## src/rtl/sixteenbit_downcounter_pkg.sv

```systemverilog
// Shared definitions for the 16-bit countdown timer.
//   state_e        : controller states (IDLE, RUN, DONE)
//   SEG_0..SEG_F   : active-low 7-segment glyphs, bit order {g,f,e,d,c,b,a}
//   SEG_BLANK      : all segments off
package sixteenbit_downcounter_pkg;

   typedef enum logic [1:0] {
      ST_IDLE = 2'd0,
      ST_RUN  = 2'd1,
      ST_DONE = 2'd2
   } state_e;

   localparam logic [6:0] SEG_0     = 7'b1000000;
   localparam logic [6:0] SEG_1     = 7'b1111001;
   localparam logic [6:0] SEG_2     = 7'b0100100;
   localparam logic [6:0] SEG_3     = 7'b0110000;
   localparam logic [6:0] SEG_4     = 7'b0011001;
   localparam logic [6:0] SEG_5     = 7'b0010010;
   localparam logic [6:0] SEG_6     = 7'b0000010;
   localparam logic [6:0] SEG_7     = 7'b1111000;
   localparam logic [6:0] SEG_8     = 7'b0000000;
   localparam logic [6:0] SEG_9     = 7'b0010000;
   localparam logic [6:0] SEG_A     = 7'b0001000;
   localparam logic [6:0] SEG_B     = 7'b0000011;
   localparam logic [6:0] SEG_C     = 7'b1000110;
   localparam logic [6:0] SEG_D     = 7'b0100001;
   localparam logic [6:0] SEG_E     = 7'b0000110;
   localparam logic [6:0] SEG_F     = 7'b0001110;
   localparam logic [6:0] SEG_BLANK = 7'b1111111;

endpackage

```

## src/rtl/sixteenbit_downcounter_seg7.sv

```systemverilog
// Hex nibble to 7-segment decoder (combinational).
//   nibble_i : 4-bit value to display
//   seg_o    : active-low segments {g,f,e,d,c,b,a}
module seg7_nibble_decoder
   import sixteenbit_downcounter_pkg::*;
(
   input  logic [3:0] nibble_i,
   output logic [6:0] seg_o
);

   always_comb begin
      seg_o = SEG_BLANK;
      case (nibble_i)
         4'h0: seg_o = SEG_0;
         4'h1: seg_o = SEG_1;
         4'h2: seg_o = SEG_2;
         4'h3: seg_o = SEG_3;
         4'h4: seg_o = SEG_4;
         4'h5: seg_o = SEG_5;
         4'h6: seg_o = SEG_6;
         4'h7: seg_o = SEG_7;
         4'h8: seg_o = SEG_8;
         4'h9: seg_o = SEG_9;
         4'hA: seg_o = SEG_A;
         4'hB: seg_o = SEG_B;
         4'hC: seg_o = SEG_C;
         4'hD: seg_o = SEG_D;
         4'hE: seg_o = SEG_E;
         4'hF: seg_o = SEG_F;
         default: seg_o = SEG_BLANK;
      endcase
   end

endmodule

```

## src/rtl/sixteenbit_downcounter.sv

```systemverilog
// Loadable 16-bit countdown timer with prescaler and 4-digit hex display.
//   Clk        : system clock, rising edge
//   ClrN       : asynchronous active-low reset
//   Load       : synchronous load strobe (priority over En), Q <= D
//   En         : count enable; low freezes Q and the prescaler
//   D          : load value
//   Q          : current count
//   Busy       : high while counting (RUN)
//   Done       : registered one-cycle pulse on reaching terminal count
//   HEX0..HEX3 : active-low segments for Q[3:0] .. Q[15:12]
// Build option: define AUTO_RELOAD_EN to reload the last loaded value on the
// terminal tick instead of stopping at zero.
module sixteenbit_downcounter
   import sixteenbit_downcounter_pkg::*;
#(
   parameter int TICK_DIV = 1,
   parameter int PRE_W    = 26
) (
   input  logic        Clk,
   input  logic        ClrN,
   input  logic        Load,
   input  logic        En,
   input  logic [15:0] D,
   output logic [15:0] Q,
   output logic        Busy,
   output logic        Done,
   output logic [6:0]  HEX0,
   output logic [6:0]  HEX1,
   output logic [6:0]  HEX2,
   output logic [6:0]  HEX3
);

   localparam logic [PRE_W-1:0] PRE_LAST = PRE_W'(TICK_DIV - 1);

   state_e            state_q, state_d;
   logic [15:0]       cnt_q, cnt_d;
   logic [PRE_W-1:0]  pre_q, pre_d;
   logic              done_q, done_d;

`ifdef AUTO_RELOAD_EN
   logic [15:0]       reload_q;

   always_ff @(posedge Clk or negedge ClrN) begin
      if (!ClrN) begin
         reload_q <= '0;
      end else if (Load) begin
         reload_q <= D;
      end
   end
`endif

   always_comb begin
      state_d = state_q;
      cnt_d   = cnt_q;
      pre_d   = pre_q;
      done_d  = 1'b0;
      if (Load) begin
         cnt_d = D;
         pre_d = '0;
         if (D != 16'd0) begin
            state_d = ST_RUN;
         end else begin
            // Loading zero is an immediate terminal: report it straight away.
            state_d = ST_DONE;
            done_d  = 1'b1;
         end
      end else if ((state_q == ST_RUN) && En) begin
         if (pre_q == PRE_LAST) begin
            pre_d = '0;
            if (cnt_q == 16'd1) begin
               done_d = 1'b1;
`ifdef AUTO_RELOAD_EN
               cnt_d  = reload_q;
`else
               cnt_d   = '0;
               state_d = ST_DONE;
`endif
            end else begin
               cnt_d = cnt_q - 16'd1;
            end
         end else begin
            pre_d = pre_q + PRE_W'(1);
         end
      end
   end

   always_ff @(posedge Clk or negedge ClrN) begin
      if (!ClrN) begin
         state_q <= ST_IDLE;
         cnt_q   <= '0;
         pre_q   <= '0;
         done_q  <= 1'b0;
      end else begin
         state_q <= state_d;
         cnt_q   <= cnt_d;
         pre_q   <= pre_d;
         done_q  <= done_d;
      end
   end

   assign Q    = cnt_q;
   assign Busy = (state_q == ST_RUN);
   assign Done = done_q;

   seg7_nibble_decoder u_hex0 (.nibble_i(cnt_q[3:0]),   .seg_o(HEX0));
   seg7_nibble_decoder u_hex1 (.nibble_i(cnt_q[7:4]),   .seg_o(HEX1));
   seg7_nibble_decoder u_hex2 (.nibble_i(cnt_q[11:8]),  .seg_o(HEX2));
   seg7_nibble_decoder u_hex3 (.nibble_i(cnt_q[15:12]), .seg_o(HEX3));

endmodule
```

## config.mk

```make
export PLATFORM = sky130hd
export DESIGN_NAME = sixteenbit_downcounter
export DESIGN_NICKNAME = d
export VERILOG_FILES = /design/src/rtl/sixteenbit_downcounter_pkg.sv /design/src/rtl/sixteenbit_downcounter_seg7.sv /design/src/rtl/sixteenbit_downcounter.sv
export SDC_FILE = /design/constraint.sdc
export NUM_CORES = 1
export LEC_CHECK = 0
export ABC_AREA = 1
export BUFFER_PORTS_ARGS = -buffer_cell sky130_fd_sc_hd__buf_2
export CORE_UTILIZATION = 60
export CTS_CLUSTER_SIZE = 14
export DETAILED_ROUTE_END_ITERATION = 10
export PLACE_DENSITY = 0.84
export SLEW_MARGIN = 20
export SYNTH_ARGS = -nofsm -noshare
export SYNTH_HDL_FRONTEND = slang
export SYNTH_SLANG_ARGS = --single-unit
```

## constraint.sdc

```tcl
create_clock -name Clk -period 3.3 [get_ports Clk]
set_clock_uncertainty 0.1 [all_clocks]
set_input_delay 0.495 -clock Clk [delete_from_list [all_inputs] [get_ports Clk]]
set_output_delay 0.495 -clock Clk [all_outputs]
set_load 0.02 [all_outputs]
```

# After elaboration in Yosys (flattened, before gate mapping)
# Memory sizes are Yosys's and may differ from the RTL's.
# Cells that the tools add are included.
word_totals:
  memories: 4
  input_bits: 20
  romBits: 448
  register_bits: 45
mem_list:
  columns: ["name", "words", "width", "rd", "rd_ports_with_merged_regs", "wr", "line", "text"]
  rows:
  - ["(no name shown)", 16, 7, 1, 0, 0, "sixteenbit_downcounter_seg7.sv:13", "case (nibble_i)"]
  - ["(no name shown)", 16, 7, 1, 0, 0, "sixteenbit_downcounter_seg7.sv:13", null]
  - ["(no name shown)", 16, 7, 1, 0, 0, "sixteenbit_downcounter_seg7.sv:13", null]
  - ["(no name shown)", 16, 7, 1, 0, 0, "sixteenbit_downcounter_seg7.sv:13", null]
op_classes:
  n_eq_ne: 2
  mux: 17
  n_addsub: 2
  reduce_logical: 8
ops:
  columns: ["operator", "count"]
  rows:
  - ["two-way mux 26 bit", 3]
  - ["two-way mux 16 bit", 4]
  - ["adder 26 x 1 -> 26 bit (second input constant)", 1]
  - ["logical NOT 26 bit", 1]
  - ["== test 16 x 1 -> 1 bit (second input constant)", 1]
  - ["nonzero test 16 bit", 1]
  - ["subtractor 16 x 1 -> 16 bit (second input constant)", 1]
  - ["two-way mux 2 bit", 5]
  - ["nonzero test 2 bit", 3]
  - ["two-way mux 1 bit", 5]
  - ["AND reduction 3 bit", 1]
  - ["== test 2 x 1 -> 1 bit (second input constant)", 1]
  - ["AND reduction 2 bit", 1]
  - ["logical AND 1 bit", 1]

# Depth between registers and ports, before layout
logic_depth:
  depth_word: 5
  ltp_mapped: 12

# Cells and area by module
# From an unflattened synthesis, not the netlist that was laid out.
unflattened:
  cells_unflattened: 709
  hier_area_um2: 4285.4
modules_own_cells:
  columns: ["module", "seq_area_each_um2", "instances", "cells_per_inst", "area_each_um2"]
  rows:
  - ["sixteenbit_downcounter", 1126.1, 1, 513, 3189.3]
  - ["seg7_nibble_decoder", 0.0, 4, 49, 274.0]

# Least setup slack after synthesis
# OpenSTA, ideal clock, no wires.
synth_timing:
  path_type: "reg-to-output"
  from: "register cnt_q[0], in the netlist Q[0]"
  to: "output HEX0[3]"
  n_path_buf: 0
  t_arrival_ns: 1.538
  path_stages_with_launch: 6
  setup_slack_ns: 1.167
  path_cell_list: "dfrtp_1 > inv_1 > ha_1 > nand3_1 > o21ai_0 > a21oi_1"
synth_between:
  elab_chain_len: 1
synth_lines:
  columns: ["item", "line", "text"]
  rows:
  - ["from (decl)", "sixteenbit_downcounter.sv:36", "logic [15:0] cnt_q, cnt_d;"]
  - ["from (signal assigned)", "sixteenbit_downcounter.sv:95", "cnt_q <= cnt_d;"]
  - ["memory read (16 x 7 bit)", null, null]
  - ["to (decl)", "sixteenbit_downcounter.sv:27", "output logic [6:0] HEX0,"]
# No other way between the ends.

# Worst setup path after layout
layout_timing:
  from: "register cnt_q[1], in the netlist Q[1]"
  to: "output HEX0[0]"
# Same word-level chain as after synthesis.

==> metrics.md <==
| Metric | Value |
|---|---|
| Hold buffers post-CTS | `0` |
| Net Sw Frac | `0.490` |
| FF-to-FF End | `Q[2]` |
| Critical Path Sink Type | `output pin` |
| Finish-stage setup viols | `0` |
| Nets@finish | `about 730` |
| P_sw | `0.00117 W` |
| Slew HR | `0.599` |
| Synth-to-layout area growth | `10.7%` |
| Largest net degree at the start of global routing | `46` |
| Critical path class | `reg -> out` |
| Initial antenna violation count | `0` |
| Starting density of the core | `0.629` |
| Syn nets | `672` |
| Die Span Y | `84.1 um` |
| Worst-skew pair later-pin latency | `0.31 ns` |
| VDD IR max | `between 400 and 500 uV` |
| Post-layout instance area | `around 4500 um2` |
| Root buffer cell | `clkbuf_8` |
| Post-CTS Setup Bufs | `0` |
| Rows | `29` |
| Hold Violations, Final | `0` |
| Final WL | `between 10000 and 15000 um` |
| Synth cell count leaders | `nand2_1, nor2_1, nand3_1, inv_1, dfrtp_1` |
| Setup crit end | `HEX0[0]` |
| Violated checks | `design-rule violations` |
| Cell variety after synth | `35` |
| Die W | `84.1 um` |
| DR vias/cell | `5.83` |
| Vias post-DR | `4428` |
| Avg WL per Cell | `14.0 um` |
| Clock power frac | `0.181` |
| Async S/R FF share, synth | `1.00` |
| Layout cells sized above 1 | `0.168` |
| CP arrival | `1.89 ns` |
| Synth Warn # | `0` |
| Hold Path Class | `in -> async` |
| Minimum clock period | `between 2 and 2.5 ns` |
| Num CTS Buffers | `5` |
| CTS Sinks | `45` |
| Startpoint Class | `flop` |
| Die area | `7070 um2` |
| Fmax | `roughly 400 MHz` |
| FILL cells | `589` |
| CTS tree | `built` |
| Mean Syn Cell Area | `6.45 um2` |
| Top post-synthesis cells by area | `dfrtp_1, nand2_1, ha_1` |
| Netlist Area Pre-Place | `4040 um2` |
| # Max-Cap Violations | `0` |
| CP Max Fanout | `7` |
| Placer Congestion | `0.920` |
| Reg clk slew, reported paths | `0.10 ns` |
| DRT iter0 DRCs | `449` |
| Critical Path RT | `between 2 and 3 ns` |
| Core area | `around 6400 um2` |
| Crit path from | `Q[1]` |
| Final Non-Filler Cells | `760` |
| CTS max path bufs | `2` |
| DR pass1 iterations | `8` |
| Final Util | `0.697` |
| Fin crit share | `0.754` |
| Setup TNS | `0 ns` |
| Total track usage | `0.309` |
| Status | `finished with violations` |
| Leak | `2.28 nW` |
| PortBufs | `65` |
| Sequential share of the synthesized area | `0.279` |
| Post-route ant nets | `0` |
| Vias in the first global route | `3792` |
| First-pass GRT wire length | `~18000 um` |
| Post-synth EDFFs | `0` |
| Syn Inst Count | `627` |
| Dominant cell type by area after synthesis | `dfrtp_1` |
| Post-placement cell count | `752` |
| P_int | `0.00122 W` |
| Gr ovfl total | `0` |
| Power Density | `534 nW/um2` |
| Worst R2R Path Depth | `9` |
| Most used DFF post-synth | `dfrtp_1` |
| Most frequent cell after synthesis | `nand2_1` |
| Seq pwr share | `0.315` |
| Worst r2r src | `Q[12]` |
| CTS resizes | `0` |
| I/O pins | `66` |
| # H-tree levels | `2` |
| RSZ-0062 raised after global routing | `false` |
| Post-DP Area | `around 4400 um2` |
| Comb pwr share | `0.504` |
| Area share of the largest cell type after synthesis | `0.279` |
| Slew Viols, Final | `0` |
| Min Hold Slack | `just under 0.08 ns` |
| HPWL after detailed placement | `7890 um` |
| R2R setup slack | `1.12 ns` |
| Worst Max-Slew Pin Slew | `0.601 ns` |
| # diodes | `0` |
| DRC errors left | `8` |
| Register bit count reported by yosys | `45` |
## sequential cells by signal, summed over array words and instances, names as in the netlist
| name | count |
|---|---|
| state_q | 2 |
| Q | 16 |
| pre_q | 26 |
| Done | 1 |
## cell type report
cell class / instances / area [um2] / share of cell area
Multi-Input combinational cell: 502 / 2580 / 0.576
Sequential cell: 45 / 1130 / 0.252
Timing Repair Buffer: 65 / 328 / 0.0732
Inverter: 63 / 236 / 0.0528
Tap cell: 77 / 96.3 / 0.0215
Clock buffer: 6 / 72.6 / 0.0162
Clock inverter: 2 / 38.8 / 0.00867
## critical path, cell delays in order (launching register included)
cell	delay, ns
dfrtp_1	0.47
inv_1	0.23
ha_1	0.29
ha_1	0.17
inv_1	0.05
o2111ai_1	0.19
buf_2	0.20
## stage by stage
step	total power (W)	setup slack, ns
3_3_place_gp	0.00192	0.931
2_1_floorplan	0.00160	1.17
4_1_cts	0.00238	0.826
5_1_grt	0.00254	0.687
3_5_place_dp	0.00195	0.848
6_report	0.00239	0.813
## cell families after synthesis
kind of cell               after synthesis  share of synthesized area
buffers and inverters                   80                     0.0839
and+or+nand+nor                        396                      0.432
adders and majority gates               25                     0.0774
xor gates and xnor gates                12                     0.0260
AOI/OAI and AO/OA                       69                      0.102
DFF                                     45                      0.279
## cell usage in the layout, fill, tap and decap left out, types with 5 or more instances in the layout
cell type	instances
a21oi_1	10
buf_2	64
clkbuf_8	5
dfrtp_1	45
ha_1	25
inv_1	53
inv_2	10
nand2_1	213
nand2_2	7
nand3_1	59
nand4_1	12
nor2_1	67
nor2_2	12
nor2_4	5
nor3_1	10
o211ai_1	6
o21ai_0	25
o21ai_1	12
xor2_1	10
## power by group through the flow
stage / sequential (W) / clock [W] / combinational [W]
2_1_floorplan: 0.000743 / 0 / 0.000858
3_5_place_dp: 0.000762 / 0 / 0.00119
4_1_cts: 0.000750 / 0.000437 / 0.00120
6_report: 0.000754 / 0.000434 / 0.00120
5_1_grt: 0.000769 / 0.000457 / 0.00131
3_3_place_gp: 0.000759 / 0 / 0.00116
## worst min path at each step
stage / from / endpoint / slack (ns)
5_1_grt: ClrN / pre_q[18] / 0.13
6_report: ClrN / pre_q[24] / 0.08
2_1_floorplan: ClrN / Done / 0.1
3_3_place_gp: state_q[1] / state_q[1] / 0.38
3_5_place_dp: state_q[1] / state_q[1] / 0.39
4_1_cts: ClrN / pre_q[20] / 0.31
## per-layer routing
metal	routed length, um	vias up	global-route usage
met5	0	-	0
met4	146	0	0.0925
met3	815	18	0.0465
met2	4790	212	0.473
met1	4890	2052	0.451
li1	-	2146	-
No activity file was read; power rests on OpenSTA's default activity.
